File: src/rtl/skip_sched_if.sv
// ============================================================================
//  Module      : skip_sched_if
//  Description : Bundle of control, table-write, request and ring-drive
//                signals between a controller (master) and the skip_sched
//                pattern scheduler (slave).
//  Revision    : 1.0  initial release
// ----------------------------------------------------------------------------
//  Signals
//    RUN      master->slave  level, 1 = scheduling enabled
//    WE       master->slave  table write strobe
//    WADDR    master->slave  slot written
//    WMASK    master->slave  mask written
//    WDWELL   master->slave  dwell written (d => d+1 revolutions)
//    REQ      master->slave  slot-jump request, held until ACK
//    REQ_IDX  master->slave  requested slot
//    ACK      slave->master  one-cycle pulse when the request is applied
//    oMASK    slave->master  ring MASK
//    oSEL     slave->master  ring rSEL (constant select pattern)
//    oE       slave->master  ring E
//    oRRST    slave->master  ring RST (active-high)
//    CUR_IDX  slave->master  active slot
//    WRAP     slave->master  one-cycle pulse per completed revolution
// ============================================================================
`default_nettype none

interface skip_sched_if #(
    parameter int LEN = 16,
    parameter int AW  = 2,
    parameter int DW  = 8
);
    logic            RUN;
    logic            WE;
    logic [AW-1:0]   WADDR;
    logic [LEN-1:0]  WMASK;
    logic [DW-1:0]   WDWELL;
    logic            REQ;
    logic [AW-1:0]   REQ_IDX;
    logic            ACK;
    logic [LEN-1:0]  oMASK;
    logic [LEN-1:0]  oSEL;
    logic            oE;
    logic            oRRST;
    logic [AW-1:0]   CUR_IDX;
    logic            WRAP;

    modport master (
        output RUN, WE, WADDR, WMASK, WDWELL, REQ, REQ_IDX,
        input  ACK, oMASK, oSEL, oE, oRRST, CUR_IDX, WRAP
    );

    modport slave (
        input  RUN, WE, WADDR, WMASK, WDWELL, REQ, REQ_IDX,
        output ACK, oMASK, oSEL, oE, oRRST, CUR_IDX, WRAP
    );
endinterface

`default_nettype wire

File: src/rtl/skip_sched.sv
// ============================================================================
//  Module      : skip_sched
//  Description : Pattern scheduler for one skipring. Holds NPAT = 2**AW skip
//                masks with per-slot dwell counts, steps through them on ring
//                revolution boundaries and accepts a req/ack slot-jump
//                override. Drives the ring's E, RST, rSEL and MASK inputs.
//  Revision    : 1.0  initial release
// ----------------------------------------------------------------------------
//  Ports
//    iCLK   in   ring clock (divided LED clock)
//    nRST   in   synchronous active-low reset
//    bus    slave modport of skip_sched_if (control, table writes,
//                request handshake, ring drive and status outputs)
//
//  Configuration macro
//    SKIP_SCHED_SKIPEMPTY_EN  when defined, automatic advance skips slots
//                             whose mask is zero; otherwise plain +1 mod NPAT.
// ============================================================================
`default_nettype none

module skip_sched #(
    parameter int             LEN    = 16,
    parameter int             AW     = 2,
    parameter int             DW     = 8,
    parameter logic [LEN-1:0] defSEL = LEN'(1)
) (
    input  wire          iCLK,
    input  wire          nRST,
    skip_sched_if.slave  bus
);

    localparam int NPAT = 1 << AW;
    localparam int PW   = (LEN > 1) ? $clog2(LEN) : 1;
    localparam logic [PW-1:0] c_POS_LAST = PW'(LEN - 1);

    typedef enum logic [1:0] {
        S_IDLE  = 2'd0,
        S_LOAD  = 2'd1,
        S_RUN   = 2'd2,
        S_DRAIN = 2'd3
    } state_t;

    // ------------------------------------------------------------------
    // Registers
    // ------------------------------------------------------------------
    state_t          r_state;
    logic [LEN-1:0]  r_tab_mask  [NPAT];
    logic [DW-1:0]   r_tab_dwell [NPAT];
    logic [PW-1:0]   r_pos;
    logic [DW-1:0]   r_dcnt;
    logic [AW-1:0]   r_cur_idx;
    logic [LEN-1:0]  r_mask;
    logic            r_e;
    logic            r_rrst;
    logic            r_ack;
    logic            r_wrap;
    logic            r_pend_v;
    logic [AW-1:0]   r_pend_idx;

    // ------------------------------------------------------------------
    // Combinational next values
    // ------------------------------------------------------------------
    state_t          w_state_nxt;
    logic [LEN-1:0]  w_eff_mask  [NPAT];
    logic [DW-1:0]   w_eff_dwell [NPAT];
    logic [PW-1:0]   w_pos_nxt;
    logic [DW-1:0]   w_dcnt_nxt;
    logic [AW-1:0]   w_idx_nxt;
    logic [LEN-1:0]  w_mask_nxt;
    logic            w_e_nxt;
    logic            w_rrst_nxt;
    logic            w_ack_nxt;
    logic            w_wrap_nxt;
    logic            w_pend_v_nxt;
    logic [AW-1:0]   w_pend_idx_nxt;
    logic [AW-1:0]   w_adv_idx;
    logic            w_req_new;
    logic            w_req_sel_v;
    logic [AW-1:0]   w_req_sel_idx;
    logic            w_boundary;

    // Table contents as they will be after this edge. Every table read
    // goes through this view so that a write coinciding with a LOAD or a
    // boundary read of the same slot is seen immediately.
    always_comb begin
        for (int i = 0; i < NPAT; i++) begin
            w_eff_mask[i]  = r_tab_mask[i];
            w_eff_dwell[i] = r_tab_dwell[i];
        end
        if (bus.WE) begin
            w_eff_mask[bus.WADDR]  = bus.WMASK;
            w_eff_dwell[bus.WADDR] = bus.WDWELL;
        end
    end

    // Slot chosen by automatic advance.
`ifdef SKIP_SCHED_SKIPEMPTY_EN
    logic [AW-1:0] w_cand;

    // Scan the other slots from farthest to nearest so the nearest
    // nonzero one wins; if none qualify the active slot is kept.
    always_comb begin
        w_adv_idx = r_cur_idx;
        w_cand    = r_cur_idx;
        for (int k = NPAT - 1; k >= 1; k--) begin
            w_cand = r_cur_idx + AW'(k);
            if (w_eff_mask[w_cand] != '0) begin
                w_adv_idx = w_cand;
            end
        end
    end
`else
    always_comb begin
        w_adv_idx = r_cur_idx + AW'(1);
    end
`endif

    // A new request is only taken when nothing is pending and we are not in
    // the ACK cycle (REQ is still high there because the master has not
    // seen ACK yet).
    assign w_req_new     = bus.REQ && !r_pend_v && !r_ack;
    assign w_req_sel_v   = r_pend_v || w_req_new;
    assign w_req_sel_idx = r_pend_v ? r_pend_idx : bus.REQ_IDX;
    assign w_boundary    = (r_pos == c_POS_LAST);

    // ------------------------------------------------------------------
    // FSM next-state / output logic
    // ------------------------------------------------------------------
    always_comb begin
        w_state_nxt    = r_state;
        w_pos_nxt      = r_pos;
        w_dcnt_nxt     = r_dcnt;
        w_idx_nxt      = r_cur_idx;
        w_mask_nxt     = r_mask;
        w_e_nxt        = 1'b0;
        w_rrst_nxt     = 1'b0;
        w_ack_nxt      = 1'b0;
        w_wrap_nxt     = 1'b0;
        w_pend_v_nxt   = r_pend_v;
        w_pend_idx_nxt = r_pend_idx;

        // Latch a fresh request; a jump taken below overrides this.
        if (w_req_new) begin
            w_pend_v_nxt   = 1'b1;
            w_pend_idx_nxt = bus.REQ_IDX;
        end

        case (r_state)
            S_IDLE: begin
                if (bus.RUN) begin
                    // Outputs registered on this edge are the LOAD-cycle
                    // values; a request arriving now is applied at once.
                    w_state_nxt = S_LOAD;
                    w_rrst_nxt  = 1'b1;
                    w_pos_nxt   = '0;
                    w_dcnt_nxt  = '0;
                    if (w_req_sel_v) begin
                        w_idx_nxt    = w_req_sel_idx;
                        w_ack_nxt    = 1'b1;
                        w_pend_v_nxt = 1'b0;
                    end
                    w_mask_nxt = w_eff_mask[w_idx_nxt];
                end
            end

            S_LOAD: begin
                // Ring is reset during LOAD; first RUN cycle is position 0.
                w_state_nxt = S_RUN;
                w_e_nxt     = 1'b1;
            end

            S_RUN, S_DRAIN: begin
                w_e_nxt = 1'b1;
                if ((r_state == S_RUN) && !bus.RUN) begin
                    w_state_nxt = S_DRAIN;
                end
                if (w_boundary) begin
                    w_pos_nxt  = '0;
                    w_wrap_nxt = 1'b1;
                    // A request latched on this same edge is not yet in
                    // r_pend_v, so it waits for the following boundary.
                    if (r_pend_v) begin
                        w_idx_nxt    = r_pend_idx;
                        w_dcnt_nxt   = '0;
                        w_ack_nxt    = 1'b1;
                        w_pend_v_nxt = 1'b0;
                    end else if (r_dcnt == w_eff_dwell[r_cur_idx]) begin
                        w_idx_nxt  = w_adv_idx;
                        w_dcnt_nxt = '0;
                    end else begin
                        w_dcnt_nxt = r_dcnt + DW'(1);
                    end
                    w_mask_nxt = w_eff_mask[w_idx_nxt];
                    // Draining (or RUN dropped right on the boundary) ends
                    // here; the ring stops in the next cycle.
                    if ((r_state == S_DRAIN) || !bus.RUN) begin
                        w_state_nxt = S_IDLE;
                        w_e_nxt     = 1'b0;
                    end
                end else begin
                    w_pos_nxt = r_pos + PW'(1);
                end
            end

            default: begin
                w_state_nxt = S_IDLE;
            end
        endcase
    end

    // ------------------------------------------------------------------
    // State and output registers
    // ------------------------------------------------------------------
    always_ff @(posedge iCLK) begin
        if (!nRST) begin
            r_state    <= S_IDLE;
            r_pos      <= '0;
            r_dcnt     <= '0;
            r_cur_idx  <= '0;
            r_mask     <= '0;
            r_e        <= 1'b0;
            r_rrst     <= 1'b1;
            r_ack      <= 1'b0;
            r_wrap     <= 1'b0;
            r_pend_v   <= 1'b0;
            r_pend_idx <= '0;
            for (int i = 0; i < NPAT; i++) begin
                r_tab_mask[i]  <= '0;
                r_tab_dwell[i] <= '0;
            end
        end else begin
            r_state    <= w_state_nxt;
            r_pos      <= w_pos_nxt;
            r_dcnt     <= w_dcnt_nxt;
            r_cur_idx  <= w_idx_nxt;
            r_mask     <= w_mask_nxt;
            r_e        <= w_e_nxt;
            r_rrst     <= w_rrst_nxt;
            r_ack      <= w_ack_nxt;
            r_wrap     <= w_wrap_nxt;
            r_pend_v   <= w_pend_v_nxt;
            r_pend_idx <= w_pend_idx_nxt;
            for (int i = 0; i < NPAT; i++) begin
                r_tab_mask[i]  <= w_eff_mask[i];
                r_tab_dwell[i] <= w_eff_dwell[i];
            end
        end
    end

    // ------------------------------------------------------------------
    // Output drive
    // ------------------------------------------------------------------
    assign bus.oMASK   = r_mask;
    assign bus.oSEL    = defSEL;
    assign bus.oE      = r_e;
    assign bus.oRRST   = r_rrst;
    assign bus.ACK     = r_ack;
    assign bus.WRAP    = r_wrap;
    assign bus.CUR_IDX = r_cur_idx;

endmodule

`default_nettype wire

File: src/flat_wrapper.sv
// flat-port wrapper written by rule: the top's interface ports become plain ports
module skip_sched_flat 
#(
    parameter int             LEN    = 16,
    parameter int             AW     = 2,
    parameter int             DW     = 8,
    parameter logic [LEN-1:0] defSEL = LEN'(1)
)
  (iCLK, nRST, bus_RUN, bus_WE, bus_WADDR, bus_WMASK, bus_WDWELL, bus_REQ, bus_REQ_IDX, bus_ACK, bus_oMASK, bus_oSEL, bus_oE, bus_oRRST, bus_CUR_IDX, bus_WRAP);
  skip_sched_if #(.LEN(LEN), .AW(AW), .DW(DW)) bus_i ();
  input  wire iCLK;
  input  wire nRST;
  input wire logic [$bits(bus_i.RUN)-1:0] bus_RUN;
  input wire logic [$bits(bus_i.WE)-1:0] bus_WE;
  input wire logic [$bits(bus_i.WADDR)-1:0] bus_WADDR;
  input wire logic [$bits(bus_i.WMASK)-1:0] bus_WMASK;
  input wire logic [$bits(bus_i.WDWELL)-1:0] bus_WDWELL;
  input wire logic [$bits(bus_i.REQ)-1:0] bus_REQ;
  input wire logic [$bits(bus_i.REQ_IDX)-1:0] bus_REQ_IDX;
  output wire logic [$bits(bus_i.ACK)-1:0] bus_ACK;
  output wire logic [$bits(bus_i.oMASK)-1:0] bus_oMASK;
  output wire logic [$bits(bus_i.oSEL)-1:0] bus_oSEL;
  output wire logic [$bits(bus_i.oE)-1:0] bus_oE;
  output wire logic [$bits(bus_i.oRRST)-1:0] bus_oRRST;
  output wire logic [$bits(bus_i.CUR_IDX)-1:0] bus_CUR_IDX;
  output wire logic [$bits(bus_i.WRAP)-1:0] bus_WRAP;
  assign bus_i.RUN = bus_RUN;
  assign bus_i.WE = bus_WE;
  assign bus_i.WADDR = bus_WADDR;
  assign bus_i.WMASK = bus_WMASK;
  assign bus_i.WDWELL = bus_WDWELL;
  assign bus_i.REQ = bus_REQ;
  assign bus_i.REQ_IDX = bus_REQ_IDX;
  assign bus_ACK = bus_i.ACK;
  assign bus_oMASK = bus_i.oMASK;
  assign bus_oSEL = bus_i.oSEL;
  assign bus_oE = bus_i.oE;
  assign bus_oRRST = bus_i.oRRST;
  assign bus_CUR_IDX = bus_i.CUR_IDX;
  assign bus_WRAP = bus_i.WRAP;
  skip_sched #(.LEN(LEN), .AW(AW), .DW(DW), .defSEL(defSEL)) u_core (.iCLK(iCLK), .nRST(nRST), .bus(bus_i));
endmodule
File: config.mk
export PLATFORM = sky130hd
export DESIGN_NAME = skip_sched_flat
export DESIGN_NICKNAME = d
export VERILOG_FILES = /design/src/rtl/skip_sched_if.sv /design/src/rtl/skip_sched.sv /design/src/flat_wrapper.sv
export SDC_FILE = /design/constraint.sdc
export NUM_CORES = 1
export LEC_CHECK = 0
export CAP_MARGIN = 5
export CORE_AREA = 4 4 118 120
export DETAILED_ROUTE_END_ITERATION = 8
export DIE_AREA = 0 0 122 124
export PLACE_DENSITY = 0.85
export SYNTH_ARGS = -nofsm -noshare
export SYNTH_HDL_FRONTEND = slang
export SYNTH_SLANG_ARGS = --single-unit
export TNS_END_PERCENT = 10
File: constraint.sdc
create_clock -name iCLK -period 6 [get_ports iCLK]
set_input_delay 0.6 -clock iCLK [delete_from_list [all_inputs] [get_ports iCLK]]
set_output_delay 0.6 -clock iCLK [all_outputs]
set_load 0.02 [all_outputs]
==> impl_metrics.tcl <==
set metrics [dict create \
    hold_violations 0 \
    syn_inst 1068 \
    tightestPinTransition_ns 1.22 \
    grt_pass1_wl_mm 37.4 \
    ys_warn_count 0 \
    busiest_layer "met2" \
    period_minus_slack_ns 4.84 \
    cts_buffer_depth 2 \
    initial_core_util 0.613 \
    clock_sinks 135 \
    place.gp.congestion 0.904 \
    p_sw_w 0.000863 \
    die_area_um2 15100 \
    ir_worst_vdd_mv 0.174 \
    rsz0062_at_grt "no" \
    synth_xor_area_frac 0.00991 \
    synth_mux_area_frac 0.0263 \
    criticalPathCategory "in -> reg" \
    finalCoreUtilization 0.695 \
    synthTopCellsByArea "dfxtp_1, nand2_1, a21oi_1" \
    clkPwrFrac 0.396 \
    firstDrtPassIters 7 \
    max_freq_ghz 0.207 \
    combinationalPowerShare 0.239 \
    seqPwrFrac 0.365 \
    max_cap_violations 0 \
    grt_max_degree 57 \
    vias 8135 \
    antenna_found_initial 0 \
    yosys.area_share.simple 0.227 \
    critPathMaxFanout 16 \
    skew_ns 0.00800 \
    setup_tns_ns 0 \
    synth_area_um2 7950 \
    die_w_um 122 \
    synth_compound_area_frac 0.318 \
    fin_crit_sh 0.807 \
    post_cts_buffers 0 \
    portBuffers 54 \
    slew_headroom 0.189 \
    met1_usage 0.411 \
    stdcell_area_um2 9020 \
    drt-vias-per-instance 6.50 \
    synth_edf_count 0 \
    grt_pass1_vias 7397 \
    syn_area_per_cell_um2 7.45 \
    numCtsBuffers 17 \
    areaGrowthSynthToFinish_pct 13.4 \
    cts.clk_slew.worst_paths_ns 0.06 \
    n_antenna_cell 0 \
    fillers 1073 \
    cts.htree.levels 4 \
    io_pins 71 \
    cp.arrival_ns 5.20 \
    internal_power_w 0.00186 \
    finalSetupViolCount 0 \
    final_cells 1252 \
    drt_iter0_markers 1085 \
    async_flop_share 0 \
    p_leak_nw 3.13 \
    nNetsFinal 1098 \
    ys_seq_elements 135 \
    cts_root_buffer "clkbuf_16" \
    fin_hold_ws_ns 0.448 \
    die_h_um 124 \
    synth_top_flop_cell "dfxtp_1" \
    postCtsHoldBufs 0 \
    grt_use_total 0.313 \
    hold_class "reg -> reg" \
    swShare 0.317 \
    seq_area_frac_synth 0.340 \
    dp.cells 1220 \
    yosys.area.top_type "dfxtp_1" \
    dp_hpwl_mm 14.9 \
    coreArea_um2 13000 \
    synth_top_family_by_area "compound AO/OA/AOI/OAI gates" \
    clk_latency_ns 0.44 \
    cts_tree "done" \
    grt_overflow 0 \
    synth_fa_ha_area_frac 0.00315 \
    status "finished, final reports clean" \
    drive_gt1_frac 0.0771 \
    dpl_cell_area_um2 8410 \
    synth_top_area_frac 0.340 \
    ys_top_cells_by_count "nand2_1, dfxtp_1, a21oi_1" \
    placementRows 42 \
    crit_required_ns 6.36 \
    gr-usage-met3 0.0536 \
    power-per-cell-area_nw_per_um2 301 \
    synth_cell_types 70 \
    drc 0 \
    cts_resized 0 \
    cp-start-kind "input pin" \
    post-synth-top-count-cell "nand2_1" \
    ant_nets 0 \
    endpoint_kind "register" \
    gr-usage-met2 0.502 \
    wirelength_mm 23.6 \
    drt-wirelength-per-cell_um 18.8 \
    slew_viol_final 0 \
]
==> cell usage in the layout, fill, tap and decap left out, types with 4 or more instances in the layout <==
cell type / n
and2_1: 13
a22o_1: 11
and3_1: 8
o22ai_1: 11
clkdlybuf4s50_1: 54
conb_1: 16
a221oi_1: 14
o211ai_1: 19
o2111ai_1: 5
nand3_1: 16
clkbuf_16: 17
buf_4: 22
o221ai_1: 4
nor3_1: 14
o21ai_0: 42
nand3b_1: 9
mux2i_1: 16
a32oi_1: 11
dfxtp_1: 134
a21oi_1: 113
a311oi_1: 10
xor2_1: 5
nand2b_1: 11
clkinv_2: 5
o221a_2: 6
a211oi_1: 23
a31oi_1: 16
nor2b_1: 8
inv_1: 15
xnor2_1: 4
o21ai_1: 4
o31ai_1: 7
o22a_1: 24
a22oi_1: 21
nor2_1: 63
nand2_1: 230
nor3b_1: 8
==> power groups by stage <==
| stage | sequential, W | combinational [W] | clock (W) |
|---|---|---|---|
| global route | 0.000997 | 0.000697 | 0.00112 |
| detailed placement | 0.00101 | 0.000627 | 0 |
| global placement | 0.00101 | 0.000618 | 0 |
| finish | 0.000991 | 0.000649 | 0.00108 |
| CTS | 0.000990 | 0.000632 | 0.00108 |
| floorplan | 0.00100 | 0.000459 | 0 |
==> registers in the layout, summed over array words and instances (netlist names) <==
signal	cells
u_core.bus.CUR_IDX	2
u_core.bus.oRRST	1
u_core.r_state	2
u_core.r_pend_idx	2
u_core.r_pos	4
u_core.r_dcnt	8
u_core.bus.WRAP	1
u_core.bus.ACK	1
u_core.r_tab_dwell	32
u_core.r_tab_mask	64
u_core.bus.oMASK	16
u_core.r_pend_v	1
u_core.bus.oE	1
==> per-layer routing <==
layer | vias to the layer above | routed length [um]
met4 | 0 | 713
met5 | - | 0
met1 | 3809 | 9540
met2 | 424 | 10900
li1 | 3826 | -
met3 | 76 | 2390
==> final cells by class <==
class	count	area [um^2]	share of cell area
inverter	16	61.3	0.00680
timing repair buffer	76	706	0.0783
sequential	135	2700	0.300
multi-input combinational	817	4720	0.523
clock buffer	20	457	0.0507
clock inverter	12	150	0.0167
tap	176	220	0.0244
==> worst paths after layout <==
kind / from / to / slack, ns / cells past startpoint
worst max register to register: u_core.bus.CUR_IDX[0] / u_core.bus.oMASK[5] / 1.23 / 10
worst min register to register: u_core.r_tab_dwell[0][27] / u_core.r_tab_dwell[0][27] / 0.45 / 2
worst max-delay path: bus_WADDR[1] / u_core.bus.oMASK[5] / 1.16 / 11
worst min-delay path: u_core.r_tab_dwell[0][27] / u_core.r_tab_dwell[0][27] / 0.45 / 2
==> kinds of logic after synthesis <==
family	count (synthesis)
and+or+nand+nor	404
AOI/OAI and AO/OA	366
DFF	135
buffers and inverters	130
muxes	20
xor gates and xnor gates	9
adders and majority gates	2
other	2
==> through the flow <==
| stage | total power, W | setup WS (ns) |
|---|---|---|
| 2_1_floorplan | 0.00146 | 2.33 |
| 3_5_place_dp | 0.00164 | 0.864 |
| 3_3_place_gp | 0.00163 | 0.990 |
| 6_report | 0.00272 | 1.16 |
| 5_1_grt | 0.00281 | 0.923 |
| 4_1_cts | 0.00270 | 1.31 |
==> critical path: stages <==
cell and delay [ns]:
clkdlybuf4s50_1 0.69, and3_1 0.69, mux2i_1 0.31, mux2i_1 0.12
mux2i_1 0.17, nor4_1 0.47, o211a_1 0.31, o2111ai_1 0.48
a211oi_4 0.92, a221oi_1 0.21, o211ai_1 0.22
No activity file was read; power rests on OpenSTA's default activity.
==> RTL change 1 (same flow settings) <==
The 4 states of `state_t` get a one-hot encoding in 4 bits.
--- a/src/rtl/skip_sched.sv
+++ b/src/rtl/skip_sched.sv
@@ -33,11 +33,11 @@
     localparam int PW   = (LEN > 1) ? $clog2(LEN) : 1;
     localparam logic [PW-1:0] c_POS_LAST = PW'(LEN - 1);
 
-    typedef enum logic [1:0] {
-        S_IDLE  = 2'd0,
-        S_LOAD  = 2'd1,
-        S_RUN   = 2'd2,
-        S_DRAIN = 2'd3
+    typedef enum logic [3:0] {
+        S_IDLE  = 4'b0001,
+        S_LOAD  = 4'b0010,
+        S_RUN   = 4'b0100,
+        S_DRAIN = 4'b1000
     } state_t;
 
     // ------------------------------------------------------------------
Behaviour: same outputs for any inputs over 4 cycles, from zero or initial values and one cycle with nRST low; so few cycles prove little.
==> RTL change 1 against the unedited design <==
- cell count fell by 0.24%
- wire length increased by 2.1%
- sequential cell count grew 2
- total power fell by 1.3%
- critical path depth rose by 1
- register-to-register slack improved by 0.49 ns
- area after synthesis up 6.5%
- worst setup slack worse by 0.0057 ns
- sequential share of layout area decreased by 1.1 points
- count of clock-buffer cells in the layout is 3 higher
- via count increased by 1.4%
- design area up 5.4%
==> RTL change 1: results (changes against the unedited design) <==
CELLS AND AREA
------------------------------------------------------------------------------
Count of non-filler cells in the finished layout ................         1249   -0.24%
Total number of nets in the final design ........................         1096   -0.18%
Number of inserted filler cells in the final layout .............          988   -7.9%
Fraction of layout instances using a drive strength above 1 .....        8.29%   +0.58 points

POWER AND IR DROP
------------------------------------------------------------------------------
Combinational logic power .......................................       665 uW   +2%
Static leakage ..................................................   0.00368 uW   +17%
Internal power component ........................................      1840 uW   -0.63%
IR drop worst, VDD ..............................................   0.000220 V   +26%

GLOBAL ROUTING
------------------------------------------------------------------------------
Total global-route track usage ..................................        31.8%   +0.44 points
Met1 demand-to-capacity share in global routing .................        43.2%   +2.0 points
Global-route wire length before repair .......................... 37900 microns   +1.5%
Vias in the first global route ..................................         7402   +0.068%
Met2 GRT Util ...................................................        48.5%   -1.7 points
Met3 demand-to-capacity share in global routing .................        7.18%   +1.8 points

ROUTING
------------------------------------------------------------------------------
Average wire per standard cell .................................. 19.3 microns   +2.3%
Met1 layer wirelength in the final routing ...................... 9840 microns   +3.2%
Drt pass-1 iters ................................................            6   -1
Met3 WL ......................................................... 2710 microns   +13%
Detail Route met2 WL ............................................ 10700 microns   -1.9%
Number of DRC markers in iteration 0 ............................         1171   +7.9%
Average vias per placed instance ................................         6.60   +1.6%

MIN PATH
------------------------------------------------------------------------------
WHS Endpoint .................................................... u_core.r_tab_dwell[0][25]

PLACE
------------------------------------------------------------------------------
Last weighted congestion value of the routability-driven placer .        0.963   +6.6%
Detailed placer's ending HPWL ................................... 15400 microns   +3.5%

WORST SETUP PATH
------------------------------------------------------------------------------
Reg-to-reg setup timing slack ...................................      1.72 ns   +0.49 ns
Worst Setup SP .................................................. bus_WADDR[0]
Worst Reg-to-Reg Cells ..........................................           11   +1
Endpoint of the lowest-slack register-to-register path .......... u_core.bus.oMASK[14]
Arrival time at the worst endpoint ..............................      5.21 ns   about the same
Worst Setup EP .................................................. u_core.bus.oMASK[14]

YOSYS
------------------------------------------------------------------------------
Cell types with the largest area share after synthesis .......... sky130_fd_sc_hd__dfxtp_1 (32%), sky130_fd_sc_hd__mux2i_1 (12%), sky130_fd_sc_hd__nand2_1 (7.3%)
Average size of a mapped cell ...................................   7.98 sq um   +7.1%
Sequential-to-total area share from yosys stat ..................        32.4%   -1.6 points
List of most frequent post-synthesis cells ...................... sky130_fd_sc_hd__nand2_1 (165), sky130_fd_sc_hd__dfxtp_1 (137), sky130_fd_sc_hd__nor2_1 (108)

TIMING
------------------------------------------------------------------------------
Slew headroom ...................................................        22.4%   +3.5 points
Worst-case clock skew ...........................................   0.00665 ns   -0.00135 ns

OUTCOME
------------------------------------------------------------------------------
Result of the run ............................................... complete, no violations

==> RTL change 1: cells by family after synthesis <==
kind of cell               Yosys count  synth area share (%)
buffers and inverters              116                  6.47
xor gates and xnor gates            15                  1.55
AOI/OAI and AO/OA                  262                  20.7
adders and majority gates            2                 0.295
and+or+nand+nor                    405                  22.5
DFF                                137                  32.4
other                                2                0.0886
muxes                              123                  16.1
==> RTL change 1: through the flow <==
stage | hold WS (ns) | area, sq um | worst slack, ns | util [%]
2_1_floorplan | 0.431 | 8520 | 2.20 | -
3_3_place_gp | 0.437 | 8930 | 1.03 | 68.8
3_5_place_dp | 0.443 | 8930 | 0.931 | 68.8
4_1_cts | 0.450 | 9500 | 1.33 | 73.2
5_1_grt | 0.469 | 9500 | 0.841 | 73.2
6_report | 0.450 | 9500 | 1.15 | 73.2
==> RTL change 1: worst max-delay path: stages <==
cell	delay (ns)
sky130_fd_sc_hd__clkdlybuf4s50_1	0.93
sky130_fd_sc_hd__nand3b_1	0.59
sky130_fd_sc_hd__buf_4	0.36
sky130_fd_sc_hd__mux2i_1	0.16
sky130_fd_sc_hd__nand4_1	0.14
sky130_fd_sc_hd__xor2_1	0.16
sky130_fd_sc_hd__nand4_1	0.34
sky130_fd_sc_hd__or4_4	0.72
sky130_fd_sc_hd__a31oi_4	0.46
sky130_fd_sc_hd__mux2i_1	0.38
sky130_fd_sc_hd__o2111ai_1	0.17
sky130_fd_sc_hd__a31oi_1	0.19
==> RTL change 1: final cells by class <==
cell class              instances  share of cell area (%)
clock buffers                  23                    5.03
well taps                     176                    2.32
inverters                       8                   0.329
repair buffers                 74                    7.27
clock inverters                 8                    1.00
flip-flops and latches        137                    28.9
multi-input cells             823                    55.2
==> RTL change 2 (same flow settings) <==
Without the edit above. `AW` is set to 2 in 3 places; all go to 1. Comments in the files are not updated.
--- a/src/rtl/skip_sched_if.sv
+++ b/src/rtl/skip_sched_if.sv
@@ -25,7 +25,7 @@
 
 interface skip_sched_if #(
     parameter int LEN = 16,
-    parameter int AW  = 2,
+    parameter int AW  = 1,
     parameter int DW  = 8
 );
     logic            RUN;
--- a/src/rtl/skip_sched.sv
+++ b/src/rtl/skip_sched.sv
@@ -20,7 +20,7 @@
 
 module skip_sched #(
     parameter int             LEN    = 16,
-    parameter int             AW     = 2,
+    parameter int             AW     = 1,
     parameter int             DW     = 8,
     parameter logic [LEN-1:0] defSEL = LEN'(1)
 ) (
--- a/src/flat_wrapper.sv
+++ b/src/flat_wrapper.sv
@@ -2,7 +2,7 @@
 module skip_sched_flat 
 #(
     parameter int             LEN    = 16,
-    parameter int             AW     = 2,
+    parameter int             AW     = 1,
     parameter int             DW     = 8,
     parameter logic [LEN-1:0] defSEL = LEN'(1)
 )
Interface: changed (resized bus_CUR_IDX, bus_REQ_IDX and bus_WADDR); port bits go from 71 to 68. No check against the original RTL was run, so the function may have changed too.
==> RTL change 2 against the unedited design <==
- wire length is 46% lower
- design area is 37% lower
- sequential power fell by 37%
- worst setup slack gained 1.3 ns
- sequential cell count fell by 50
- critical endpoint is now u_core.r_dcnt[7]
- global-route usage decreased by 14 points
- total power shrank 41%
- combinational power decreased by 37%
- area after synthesis fell by 39%
==> RTL change 2: results (changes against the unedited design) <==
OUTCOME
------------------------------------------------------------------------------
Result of the run ............................................... complete, no violations

CELLS AND AREA
------------------------------------------------------------------------------
Total number of nets in the final design ........................          649   -41%
Fraction of layout instances using a drive strength above 1 .....        7.90%   +0.19 points
Count of non-filler cells in the finished layout ................          796   -36%
Number of flip-flops in the largest register ....................           32   -50%

CLOCKING
------------------------------------------------------------------------------
Number of clock buffers inserted by TritonCTS ...................            9   -8

YOSYS
------------------------------------------------------------------------------
Compound-cell area share of the yosys netlist ...................        20.7%   -11 points
Cell count after synthesis ......................................          587   -45%
Share of cell area taken by muxes after synthesis ...............        10.4%   +7.8 points
Sequential-to-total area share from yosys stat ..................        35.3%   +1.4 points
List of most frequent post-synthesis cells ...................... sky130_fd_sc_hd__dfxtp_1 (85), sky130_fd_sc_hd__nor2_1 (74), sky130_fd_sc_hd__nand2_1 (56)
Adder-cell area share of the yosys netlist ......................       0.520%   +0.21 points
Xor-xnor portion of the synthesized cell area ...................       0.883%   -0.11 points
Cell types with the largest area share after synthesis .......... sky130_fd_sc_hd__dfxtp_1 (35%), sky130_fd_sc_hd__mux2i_1 (6.7%), sky130_fd_sc_hd__nor2_1 (5.8%)

POWER AND IR DROP
------------------------------------------------------------------------------
Combinational logic power .......................................       406 uW   -37%
Switching portion of total power ................................        30.7%   -1.1 points
Internal power component ........................................      1110 uW   -40%
Portion of total power attributed to sequential cells ...........        39.3%   +2.8 points
Static leakage ..................................................   0.00229 uW   -27%
IR drop worst, VDD ..............................................   0.000210 V   +21%

PLACE
------------------------------------------------------------------------------
Placed cell count ...............................................          781   -36%
Last weighted congestion value of the routability-driven placer .        0.817   -9.7%
Detailed placer's ending HPWL ................................... 8030 microns   -46%
Count of buffers inserted at the top-level ports ................           51   -5.6%

GLOBAL ROUTING
------------------------------------------------------------------------------
Total global-route track usage ..................................        17.2%   -14 points
Maximum number of pins on one net before global-route repair ....           65   +14%
Vias in the first global route ..................................         4229   -43%

WORST SETUP PATH
------------------------------------------------------------------------------
Worst Reg-to-Reg Cells ..........................................            7   -3
Startpoint of the most critical register-to-register path ....... u_core.r_pos[0]
Highest-delay cell along the critical path ...................... sky130_fd_sc_hd__nor2b_1
Worst path top cell family by delay ............................. simple AND/OR/NAND/NOR gates
Maximum single-stage delay on the critical path .................      0.89 ns   -0.03 ns
Maximum fanout along the worst path .............................           42   +26

ROUTING
------------------------------------------------------------------------------
Average vias per placed instance ................................         5.75   -11%
Average wire per standard cell .................................. 16.1 microns   -14%

TIMING
------------------------------------------------------------------------------
Worst-case clock skew ...........................................   0.00942 ns   +0.00142 ns
Worst slew pin tran .............................................      1.18 ns   -0.0414 ns

MIN PATH
------------------------------------------------------------------------------
Start point of the worst min-delay path ......................... u_core.r_tab_dwell[0][13]

## RTL change 2: cell type report
cell class	instances	area, sq um
clock buffer	11	253
clock inverter	4	47.5
fill	1307	7280
inverter	5	18.8
multi-input combinational	452	2860
sequential	85	1700
tap	176	220
timing repair buffer	63	601
## RTL change 2: layer usage
| metal | vias to the layer above | GRT usage, % | wire length, microns |
|---|---|---|---|
| li1 | 2207 | - | - |
| met3 | 22 | 3.50 | 871 |
| met1 | 2173 | 21.2 | 5470 |
| met2 | 176 | 28.7 | 6200 |
| met4 | 0 | 8.54 | 310 |
| met5 | - | 0 | 0 |
## RTL change 2: path summary, 6_finish.rpt
check | end | slack (ns)
max | u_core.r_dcnt[7] | 2.43
min | u_core.r_tab_dwell[0][13] | 0.45
max reg2reg | u_core.r_dcnt[6] | 2.85
min reg2reg | u_core.r_tab_dwell[0][13] | 0.45
